[src/rtl/q_debounce_edge_if.sv]
// Bus bundle between a debouncer client and q_debounce_edge.
//   q_in        raw Q from the upstream D flip-flop
//   count_clr   synchronous clear of edge_count / cnt_sat
//   db_out      debounced level
//   rise_pulse  one-cycle pulse on an accepted 0->1
//   fall_pulse  one-cycle pulse on an accepted 1->0
//   edge_count  saturating count of accepted rising edges
//   cnt_sat     sticky flag, edge_count reached all-ones
// master drives q_in/count_clr; slave (the debouncer) drives the rest.
interface q_debounce_edge_if #(
  parameter int unsigned CNT_W = 8
) ();
  logic             q_in;
  logic             count_clr;
  logic             db_out;
  logic             rise_pulse;
  logic             fall_pulse;
  logic [CNT_W-1:0] edge_count;
  logic             cnt_sat;

  modport master (
    output q_in,
    output count_clr,
    input  db_out,
    input  rise_pulse,
    input  fall_pulse,
    input  edge_count,
    input  cnt_sat
  );

  modport slave (
    input  q_in,
    input  count_clr,
    output db_out,
    output rise_pulse,
    output fall_pulse,
    output edge_count,
    output cnt_sat
  );
endinterface

[src/rtl/q_debounce_edge.sv]
// Debouncer and edge detector for the Q output of an upstream flop.
// q_in is synchronised through SYNC_STAGES flops, then a change of level is only
// accepted once STABLE_CYCLES consecutive synced samples agree on the new value.
// Ports:
//   clk   rising-edge clock
//   rst   asynchronous, active-high reset
//   bus   q_debounce_edge_if.slave: q_in/count_clr in; db_out, rise_pulse,
//         fall_pulse, edge_count, cnt_sat out (all registered)
module q_debounce_edge #(
  parameter int unsigned SYNC_STAGES   = 2,
  parameter int unsigned STABLE_CYCLES = 4,
  parameter int unsigned CNT_W         = 8
) (
  input logic              clk,
  input logic              rst,
  q_debounce_edge_if.slave bus
);

  localparam int unsigned CntW = $clog2(STABLE_CYCLES) + 1;
  localparam logic [CntW-1:0]  CntLast = CntW'(STABLE_CYCLES - 1);
  localparam logic [CNT_W-1:0] EdgeMax = '1;

  typedef enum logic [1:0] {
    StLow,
    StChkHi,
    StHigh,
    StChkLo
  } state_e;

  logic [SYNC_STAGES-1:0] sync_q;
  logic                   s;
  state_e                 state_q, state_d;
  logic [CntW-1:0]        cnt_q, cnt_d;
  logic                   db_q, db_d;
  logic                   rise_q, rise_d;
  logic                   fall_q, fall_d;
  logic [CNT_W-1:0]       edge_count_q, edge_count_d;
  logic                   cnt_sat_q, cnt_sat_d;

  assign s = sync_q[SYNC_STAGES-1];

  always_ff @(posedge clk or posedge rst) begin
    if (rst) begin
      sync_q <= '0;
    end else begin
      sync_q <= {sync_q[SYNC_STAGES-2:0], bus.q_in};
    end
  end

  // Stability FSM: the CHK states count consecutive samples of the candidate level.
  always_comb begin
    state_d = state_q;
    cnt_d   = cnt_q;
    db_d    = db_q;
    rise_d  = 1'b0;
    fall_d  = 1'b0;
    unique case (state_q)
      StLow: begin
        if (s) begin
          state_d = StChkHi;
          cnt_d   = CntW'(1);
        end
      end
      StChkHi: begin
        if (!s) begin
          state_d = StLow;
          cnt_d   = '0;
        end else if (cnt_q == CntLast) begin
          state_d = StHigh;
          cnt_d   = '0;
          db_d    = 1'b1;
          rise_d  = 1'b1;
        end else begin
          cnt_d = cnt_q + 1'b1;
        end
      end
      StHigh: begin
        if (!s) begin
          state_d = StChkLo;
          cnt_d   = CntW'(1);
        end
      end
      StChkLo: begin
        if (s) begin
          state_d = StHigh;
          cnt_d   = '0;
        end else if (cnt_q == CntLast) begin
          state_d = StLow;
          cnt_d   = '0;
          db_d    = 1'b0;
          fall_d  = 1'b1;
        end else begin
          cnt_d = cnt_q + 1'b1;
        end
      end
      default: begin
        state_d = StLow;
        cnt_d   = '0;
      end
    endcase
  end

  // Edge counter advances on the same edge that raises rise_pulse; clear has priority.
  always_comb begin
    edge_count_d = edge_count_q;
    cnt_sat_d    = cnt_sat_q;
    if (bus.count_clr) begin
      edge_count_d = '0;
      cnt_sat_d    = 1'b0;
    end else if (rise_d) begin
      if (edge_count_q != EdgeMax) begin
        edge_count_d = edge_count_q + 1'b1;
      end
      if (edge_count_d == EdgeMax) begin
        cnt_sat_d = 1'b1;
      end
    end
  end

  always_ff @(posedge clk or posedge rst) begin
    if (rst) begin
      state_q      <= StLow;
      cnt_q        <= '0;
      db_q         <= 1'b0;
      rise_q       <= 1'b0;
      fall_q       <= 1'b0;
      edge_count_q <= '0;
      cnt_sat_q    <= 1'b0;
    end else begin
      state_q      <= state_d;
      cnt_q        <= cnt_d;
      db_q         <= db_d;
      rise_q       <= rise_d;
      fall_q       <= fall_d;
      edge_count_q <= edge_count_d;
      cnt_sat_q    <= cnt_sat_d;
    end
  end

  assign bus.db_out     = db_q;
  assign bus.rise_pulse = rise_q;
  assign bus.fall_pulse = fall_q;
  assign bus.edge_count = edge_count_q;
  assign bus.cnt_sat    = cnt_sat_q;

endmodule

[src/flat_wrapper.sv]
// flat-port wrapper written by rule: the top's interface ports become plain ports
module q_debounce_edge_flat 
#(
  parameter int unsigned SYNC_STAGES   = 2,
  parameter int unsigned STABLE_CYCLES = 4,
  parameter int unsigned CNT_W         = 8
)
  (clk, rst, bus_q_in, bus_count_clr, bus_db_out, bus_rise_pulse, bus_fall_pulse, bus_edge_count, bus_cnt_sat);
  q_debounce_edge_if #(.CNT_W(CNT_W)) bus_i ();
  input logic clk;
  input logic rst;
  input wire logic [$bits(bus_i.q_in)-1:0] bus_q_in;
  input wire logic [$bits(bus_i.count_clr)-1:0] bus_count_clr;
  output wire logic [$bits(bus_i.db_out)-1:0] bus_db_out;
  output wire logic [$bits(bus_i.rise_pulse)-1:0] bus_rise_pulse;
  output wire logic [$bits(bus_i.fall_pulse)-1:0] bus_fall_pulse;
  output wire logic [$bits(bus_i.edge_count)-1:0] bus_edge_count;
  output wire logic [$bits(bus_i.cnt_sat)-1:0] bus_cnt_sat;
  assign bus_i.q_in = bus_q_in;
  assign bus_i.count_clr = bus_count_clr;
  assign bus_db_out = bus_i.db_out;
  assign bus_rise_pulse = bus_i.rise_pulse;
  assign bus_fall_pulse = bus_i.fall_pulse;
  assign bus_edge_count = bus_i.edge_count;
  assign bus_cnt_sat = bus_i.cnt_sat;
  q_debounce_edge #(.SYNC_STAGES(SYNC_STAGES), .STABLE_CYCLES(STABLE_CYCLES), .CNT_W(CNT_W)) u_core (.clk(clk), .rst(rst), .bus(bus_i));
endmodule
[config.mk]
export PLATFORM = sky130hd
export DESIGN_NAME = q_debounce_edge_flat
export DESIGN_NICKNAME = d
export VERILOG_FILES = /design/src/rtl/q_debounce_edge_if.sv /design/src/rtl/q_debounce_edge.sv /design/src/flat_wrapper.sv
export SDC_FILE = /design/constraint.sdc
export NUM_CORES = 1
export LEC_CHECK = 0
export ABC_CLOCK_PERIOD_IN_PS = 1800
export CAP_MARGIN = 20
export CORE_MARGIN = 2
export CORE_UTILIZATION = 41
export DETAILED_ROUTE_END_ITERATION = 8
export SLEW_MARGIN = 25
export SYNTH_ARGS = -nofsm -noshare
export SYNTH_HDL_FRONTEND = slang
export SYNTH_SLANG_ARGS = --single-unit
[constraint.sdc]
create_clock -name clk -period 1.8 [get_ports clk]
set_clock_uncertainty 0.1 [all_clocks]
set_input_delay 0.27 -clock clk [delete_from_list [all_inputs] [get_ports clk]]
set_output_delay 0.27 -clock clk [all_outputs]
set_load 0.1 [all_outputs]
# [After elaboration in Yosys (flattened, before gate mapping)]
# Index checks and enable logic that the tools add are counted.
[totals] out_inout_bits=12 input_bits=4 elab_cells=63 register_bits=19
[classes] mux=31 addsub=2 n_reduce_logical=8 n_eq_ne=14
[op_table] op="2-to-1 mux 8 bit" n=5
[op_table] op="2-to-1 mux 3 bit" n=5
[op_table] op="2-to-1 mux 1 bit" n=12
[op_table] op="2-to-1 mux 2 bit" n=6
[op_table] op="case mux 3 bit (4 select lines)" n=1
[op_table] op="adder 8 x 1 -> 8 bit, second input constant" n=1
[op_table] op="equality test 8 bit, second input constant" n=1
[op_table] op="!= test 2 x 1 -> 1 bit, second input constant" n=4
[op_table] op="!= test 8 bit, second input constant" n=1
[op_table] op="case mux 2 bit (4 select lines)" n=1
[op_table] op="nonzero test 2 bit" n=3
[op_table] op="AND reduction 5 bit" n=1
[op_table] op="equality test 2 bit, second input constant" n=2
[op_table] op="!= test 2 bit, second input constant" n=2
[op_table] op="AND reduction 2 bit" n=2
[op_table] op="AND reduction 4 bit" n=1
[op_table] op="adder 3 x 1 -> 3 bit, second input constant" n=1
[op_table] op="equality test 3 x 2 -> 1 bit, second input constant" n=1
[op_table] op="!= test 3 x 1 -> 1 bit, second input constant" n=1
[op_table] op="!= test 3 bit, second input constant" n=1
[op_table] op="equality test 2 x 1 -> 1 bit, second input constant" n=1
[op_table] op="logical NOT 2 bit" n=1
[op_table] op="case mux 1 bit (2 select lines)" n=1

# [Longest topological paths before layout]
# Gate-level depths: netlist of the first run.
[depth] depth_word=10 ltp_mapped=6

# [Worst setup path before layout of the first run]
# Ideal clock, no wire load.
[synth_timing] path_type="register to register" from="register u_core.edge_count_q[0], in the netlist u_core.bus.edge_count[0]" to="register u_core.cnt_sat_q, in the netlist u_core.bus.cnt_sat" stages_incl_launch_ff=6 period_less_slack_ns=2.323 n_path_buf=0 required_time_ns=1.590 t_arrival_ns=2.113 path_slack_ns=-0.523 path_cell_list="dfrtp_1 ha_1 nand3_2 nor2_1 o21ai_0 o41ai_1"
[synth_between] elab_chain_cells=7 word_cells_on_any_way=8
[synth_rtl] item="start, declared" line="q_debounce_edge.sv:37" text="logic [CNT_W-1:0] edge_count_q, edge_count_d;"
[synth_rtl] item="start signal, assigned" line="q_debounce_edge.sv:135" text="edge_count_q <= edge_count_d;"
[synth_rtl] item="adder 8 x 1 -> 8 bit / != test 8 bit (equally long branches)" line="q_debounce_edge.sv:112, q_debounce_edge.sv:111"
[synth_rtl] item="2-to-1 mux 8 bit *" line="q_debounce_edge.sv:111" text="if (edge_count_q != EdgeMax) begin"
[synth_rtl] item="2-to-1 mux 8 bit *" line="q_debounce_edge.sv:110" text="end else if (rise_d) begin"
[synth_rtl] item="2-to-1 mux 8 bit *" line="q_debounce_edge.sv:107" text="if (bus.count_clr) begin"
[synth_rtl] item="equality test 8 bit *" line="q_debounce_edge.sv:114" text="if (edge_count_d == EdgeMax) begin"
[synth_rtl] item="nonzero test 2 bit (no line) *"
[synth_rtl] item="AND reduction 2 bit (no line) *"
[synth_rtl] item="end signal, assigned" line="q_debounce_edge.sv:136" text="cnt_sat_q <= cnt_sat_d;"
[synth_rtl] item="end, declared" line="q_debounce_edge.sv:38" text="logic cnt_sat_q, cnt_sat_d;"
# Mark *: on every way between the ends. The rest lies on a longest branch, timed or not. The select of a mux whose other input is x is not followed.
# A chain may end at the register's enable or synchronous reset.

# [Worst setup path after layout of the first run]
[layout_timing] from="register u_core.edge_count_q[1], in the netlist u_core.bus.edge_count[1]" to="register u_core.edge_count_q[5], in the netlist u_core.bus.edge_count[5]"
[layout_between] elab_chain_cells=6 word_cells_on_any_way=7
[layout_rtl] item="adder 8 x 1 -> 8 bit / != test 8 bit (equally long branches)" line="q_debounce_edge.sv:112, q_debounce_edge.sv:111"
[layout_rtl] item="2-to-1 mux 8 bit *" line="q_debounce_edge.sv:111"
[layout_rtl] item="2-to-1 mux 8 bit *" line="q_debounce_edge.sv:110"
[layout_rtl] item="2-to-1 mux 8 bit *" line="q_debounce_edge.sv:107"
[layout_rtl] item="2-to-1 mux 8 bit *" line="q_debounce_edge.sv:110"
[layout_rtl] item="2-to-1 mux 8 bit *" line="q_debounce_edge.sv:107"
# Marked as above.

==> results of run 1 <==
## path summary, 6_finish.rpt
path	start	to	slack, ns	cells after the start
min reg2reg	u_core.sync_q[0]	u_core.sync_q[1]	0.27	0
min	rst	u_core.bus.edge_count[1]	0.18	3
max in group asynchronous	rst	u_core.bus.edge_count[4]	1.19	3
max reg2reg	u_core.bus.edge_count[1]	u_core.bus.edge_count[5]	0.05	5
max	u_core.bus.edge_count[1]	u_core.bus.edge_count[5]	0.05	5
min in group clk	u_core.sync_q[0]	u_core.sync_q[1]	0.27	0
## registers in the layout, indices dropped and copies added (netlist names), named ones only
| signal | flops |
|---|---|
| u_core.cnt_q | 3 |
| u_core.bus.edge_count | 8 |
| u_core.bus.cnt_sat | 1 |
| u_core.sync_q | 2 |
| u_core.bus.db_out | 1 |
| u_core.bus.fall_pulse | 1 |
| u_core.bus.rise_pulse | 1 |
| u_core.state_q | 1 |
## timing repair
action / 4_1_cts / 5_1_grt
endpoints found under the hold margin: 0 / 0
endpoints found under the setup margin: 0 / 3
hold buffers: 0 / 0
gates resized for setup: 0 / 5
setup buffers: 0 / 1
## cell usage after synthesis (2+ instances only)
master and count:
dfrtp_1 19, nand2_1 10, nor2_1 9, o21ai_0 5, a21oi_1 4, inv_1 3, nand3_1 3, nand4_1 3
nor3_1 3, a31oi_1 2, and2_1 2, ha_1 2, nand2b_1 2, nor2b_1 2, nor4_1 2, o211ai_1 2
o21a_1 2, xor2_1 2
## where the power goes
| group | internal (W) | switching, W | total, W |
|---|---|---|---|
| sequential | 0.000486 | 0.0000584 | 0.000544 |
| combinational | 0.000157 | 0.000234 | 0.000392 |
| clock | 0.0000829 | 0.000134 | 0.000217 |
| total | 0.000726 | 0.000426 | 0.00115 |
## routing by layer
metal / vias to the layer above / track usage (%) / share of wire [%]
li1: 393 / - / -
met2: 30 / 24.5 / 46
met3: 6 / 3.74 / 5.8
met4: 0 / 8.77 / 1.9
met1: 370 / 25.7 / 46
met5: - / 0 / 0
## worst min-delay path: cells and delay by family
kind     cells  cell delay [ns]
buf+inv      3             0.70
## kinds of logic after synthesis
kind of cell,synth area share [%]
XOR/XNOR,1.86
multiplexers,1.07
AO/OA/AOI/OAI,15.7
AND/OR/NAND/NOR,25.2
adder cells (fa/ha/maj),2.66
buffers and inverters,2.93
flip-flops,50.6
## stage by stage
step           total power [W]  setup TNS, ns  hold slack (ns)  cell area, µm²  setup slack [ns]
2_1_floorplan         0.000809        -0.0461            0.121             980           -0.0295
3_3_place_gp          0.000928              0            0.238            1330            0.0799
3_5_place_dp          0.000942              0            0.243            1330            0.0653
4_1_cts                0.00116              0            0.188            1350            0.0382
5_1_grt                0.00122        -0.0217            0.220            1380           -0.0217
6_report               0.00115              0            0.180            1380            0.0501
## final cells by class
cell class	count	area (µm²)
clock buffers	3	22.5
repair buffers	23	330
clock inverters	1	5.00
well taps	28	35.0
multi-input cells	70	479
fillers	177	808
flip-flops and latches	19	495
inverters	4	15.0
==> out/results.ini, run 1 <==
[yosys]
yosys.area.top_type=dfrtp_1
synthesis.area_um2=940
ys_warn_count=0
yosys-top-cells-area=dfrtp_1 51%, nand2_1 4.0%, nor2_1 3.6%
syn-num-nets=101
synthFlopType=dfrtp_1
synth.distinct_cells=36
synth_area_per_cell_um2=9.89
synthCells=95
synth_top_area_share_pct=50.6
synthArstFlopShare_pct=100
yosysSeqAreaShare_pct=50.6
synth_seq_cells=19
synth-edff-count=0

[global_route]
gr-total-overflow=0
grt_pass1_vias=758
grt_start_max_net_pins=20
grt_pass1_wl_um=3460
antenna_found_initial=0
grtUsageTotal_pct=17.6

[sta]
rsz0062_at_grt=true
drv_slew=0
slew-limit-headroom_pct=79.3
setup_viol_count_final=0
fmax_mhz=571
worst_pin_slew_ns=0.310
final_hold_viol_count=0
period_minus_slack_ns=1.75
min_period_over_period_pct=97.2

[cells_and_area]
syn2layout_area_growth_pct=47.1
layout.nets=127
layout-drive-gt1-share_pct=35.8
final_util_pct=63.1
n_antenna_cell=0
final_cell_mix=12 x buf_12, 11 x dfrtp_1, 10 x nand2_1
instances_no_fill=148
final_common_cell=buf_12

[placed_design]
gp_congestion=0.935
port_buffers=15
dp.cells=143
dp.final_hpwl_um=1510

[power]
p_per_area_nw_per_um2=833
irDropWorstVdd_mv=0.841
leakage_nw=0.553

[worst_setup_path]
path_buf_inv=0
crit_slowest_cell=dfrtp_4
worstPathArrival_ns=1.89
crit_type=reg2reg
end_kind=flop
worstPathRequired_ns=1.94
crit_fanout=6
start_kind=flop
critPathTopFamily=simple AND/OR/NAND/NOR gates
crit_chain=ha_4, nand3_4, o211ai_4, or4_4, a21oi_2
slowest_delay_ns=0.53

[routing]
post-route-drc-count=0
postRouteAntennaNets=0
drt_iter0_markers=22
routed_wl_um=2040
wl_per_cell_um=13.8
dr_total_vias=799
first_pass_iters=4
vias_per_cell=5.40

[cts]
numCtsBuffers=3
htreeDepth=1
clock_path_buffers=2
root_buffer=clkbuf_4
cts.reportedPaths.clkPinSlew_ns=0.11
clock-sinks=19
clock_latency_ns=0.30
cts_tree=done

[hold_path]
hold_path_class=in2async

[die]
die-area_um2=2690
die_y_um=51.9
core.rowCount=17
ios=16
core_um2=2190
start_util_pct=42.9
die_w_um=51.9

[outcome]
status=finished, final reports clean

[flow_run]
maxCapViolCount=0

(Power assumes the default switching activity.)
==> run 2, diff against run 1 <==
--- a/config.mk
+++ b/config.mk
@@ -9,8 +9,8 @@
 export CAP_MARGIN = 20
 export CORE_MARGIN = 2
 export CORE_UTILIZATION = 41
+export CTS_CLUSTER_SIZE = 24
 export DETAILED_ROUTE_END_ITERATION = 8
-export SLEW_MARGIN = 25
 export SYNTH_ARGS = -nofsm -noshare
 export SYNTH_HDL_FRONTEND = slang
 export SYNTH_SLANG_ARGS = --single-unit
==> results of run 2 <==
Same layout as run 1: the final DEF is identical, and so are final timing and power.
==> run 3, diff against run 2 <==
--- a/config.mk
+++ b/config.mk
@@ -11,6 +11,7 @@
 export CORE_UTILIZATION = 41
 export CTS_CLUSTER_SIZE = 24
 export DETAILED_ROUTE_END_ITERATION = 8
+export SETUP_SLACK_MARGIN = 0.5
 export SYNTH_ARGS = -nofsm -noshare
 export SYNTH_HDL_FRONTEND = slang
 export SYNTH_SLANG_ARGS = --single-unit
==> out/results.ini, run 3 (synthesis gave the netlist of run 1 again) <==
[worst_setup_path]
crit_chain=ha_4, nand3_4, o211ai_4, or4_4, a21oi_2  ; unchanged
start_kind=flop  ; unchanged
crit_type=reg2reg  ; unchanged
worstPathArrival_ns=1.86  ; was 1.89 ns
slowest_delay_ns=0.55  ; was 0.53 ns
end_kind=flop  ; unchanged
crit_slowest_cell=or4_4  ; was dfrtp_4
worstPathRequired_ns=1.94  ; about the same
crit_fanout=3  ; was 6

[sta]
fmax_mhz=580  ; was 571 MHz
rsz0062_at_grt=true  ; unchanged
final_hold_viol_count=0  ; unchanged
setup_viol_count_final=0  ; unchanged
fin_hold_ws_ns=0.185  ; was 0.180 ns
slew-limit-headroom_pct=74.5  ; was 79.3%
worst_pin_slew_ns=0.381  ; was 0.310 ns
drv_slew=0  ; unchanged
period_minus_slack_ns=1.73  ; was 1.75 ns
fin_ws_ns=0.0747  ; was 0.0501 ns
min_period_over_period_pct=95.9  ; was 97.2%

[cts]
clock-sinks=19  ; unchanged
cts.reportedPaths.clkPinSlew_ns=0.12  ; was 0.11 ns
numCtsBuffers=3  ; unchanged
clock_path_buffers=2  ; unchanged
clock_latency_ns=0.30  ; about the same
hold_buffers=0  ; unchanged
root_buffer=clkbuf_4  ; unchanged
htreeDepth=1  ; unchanged
cts_tree=done  ; unchanged

[die]
die_w_um=51.9  ; unchanged
core_um2=2190  ; unchanged
core.rowCount=17  ; unchanged
start_util_pct=42.9  ; unchanged
ios=16  ; unchanged
die_y_um=51.9  ; unchanged
die-area_um2=2690  ; unchanged

[cells_and_area]
largest_reg_flops=8  ; unchanged
final_common_cell=buf_4  ; was buf_12
syn2layout_area_growth_pct=79.4  ; was 47.1%
instances_no_fill=172  ; was 148
layout-drive-gt1-share_pct=53.5  ; was 35.8%
n_antenna_cell=0  ; unchanged
final_cell_mix=24 x buf_4, 12 x buf_12, 11 x dfrtp_1  ; was 12 x buf_12, 11 x dfrtp_1, 10 x nand2_1
layout.nets=151  ; was 127

[global_route]
grtUsageTotal_pct=22.8  ; was 17.6%
grt_pass1_vias=1017  ; was 758
grt_pass1_wl_um=4450  ; was 3460 µm
gr-total-overflow=0  ; unchanged
grt_start_max_net_pins=20  ; unchanged
antenna_found_initial=0  ; unchanged

[routing]
first_pass_iters=4  ; unchanged
routed_wl_um=2920  ; was 2040 µm
post-route-drc-count=0  ; unchanged
wl_per_cell_um=17.0  ; was 13.8 µm
dr_total_vias=975  ; was 799
drt_iter0_markers=35  ; was 22
postRouteAntennaNets=0  ; unchanged
vias_per_cell=5.67  ; was 5.40

[power]
irDropWorstVdd_mv=0.714  ; was 0.841 mV
p_per_area_nw_per_um2=757  ; was 833 nW/µm²
total_power_w=0.00128  ; was 0.00115 W
leakage_nw=0.701  ; was 0.553 nW

[placed_design]
pre_cts_slack_ns=0.0664  ; was 0.0653 ns
port_buffers=15  ; unchanged
dp.cells=143  ; unchanged
gp_congestion=0.841  ; was 0.935
dp.final_hpwl_um=1500  ; was 1510 µm

[flow_run]
maxCapViolCount=0  ; unchanged

[hold_path]
hold_path_class=in2async  ; unchanged

[outcome]
status=finished, final reports clean  ; unchanged

[run 3: repair_timing]
action / 4_1_cts / 5_1_grt
setup buffers: 18 / 7
endpoints found under the setup margin: 19 / 27
gates resized for setup: 13 / 18
gates cloned: 0 / 0
pin swaps: 11 / 2
[run 3: per-layer routing]
layer / vias up / routed length (µm) / track usage [%]
met2: 51 / 1510 / 40.3
met3: 13 / 173 / 3.45
met4: 0 / 110 / 14.9
met1: 469 / 1130 / 25.1
met5: - / 0 / 0
li1: 442 / - / -
[run 3: path summary, 6_finish.rpt]
| kind | cells past startpoint | slack [ns] | start | endpoint |
|---|---|---|---|---|
| worst max-delay path | 5 | 0.07 | u_core.bus.edge_count[0] | u_core.bus.edge_count[5] |
| worst min-delay path | 3 | 0.18 | rst | u_core.bus.edge_count[5] |
| worst max register to register | 5 | 0.07 | u_core.bus.edge_count[0] | u_core.bus.edge_count[5] |
| worst min register to register | 0 | 0.27 | u_core.sync_q[0] | u_core.sync_q[1] |
| max in group asynchronous | 3 | 1.18 | rst | u_core.bus.edge_count[7] |
| min in group clk | 0 | 0.27 | u_core.sync_q[0] | u_core.sync_q[1] |
[run 3: area by class of cell]
type / count / area, µm²
sequential: 19 / 503
clock buffer: 4 / 26.3
timing repair buffer: 47 / 541
inverter: 4 / 15.0
tap: 28 / 35.0
multi-input combinational: 70 / 566
fill: 137 / 505
[run 3: report_power, final]
| part | internal, W | switching [W] | leakage, nW |
|---|---|---|---|
| combinational | 0.000230 | 0.000274 | 0.450 |
| sequential | 0.000486 | 0.0000627 | 0.236 |
| clock | 0.0000862 | 0.000136 | 0.0150 |
| total | 0.000802 | 0.000473 | 0.701 |
[run 3: stage by stage]
stage	setup TNS (ns)	instance area (µm²)	utilization [%]
3_5_place_dp	0	1340	60.9
2_1_floorplan	-0.0231	998	-
4_1_cts	0	1550	70.7
5_1_grt	0	1690	76.9
3_3_place_gp	0	1340	60.9
6_report	0	1690	76.9
[run 3: critical path: cells and delay by family, from the launching register on]
kind / cells / cell delay (ns)
fa+ha+maj: 1 / 0.19
compound gates: 2 / 0.20
simple gates: 2 / 0.65
flops: 1 / 0.52
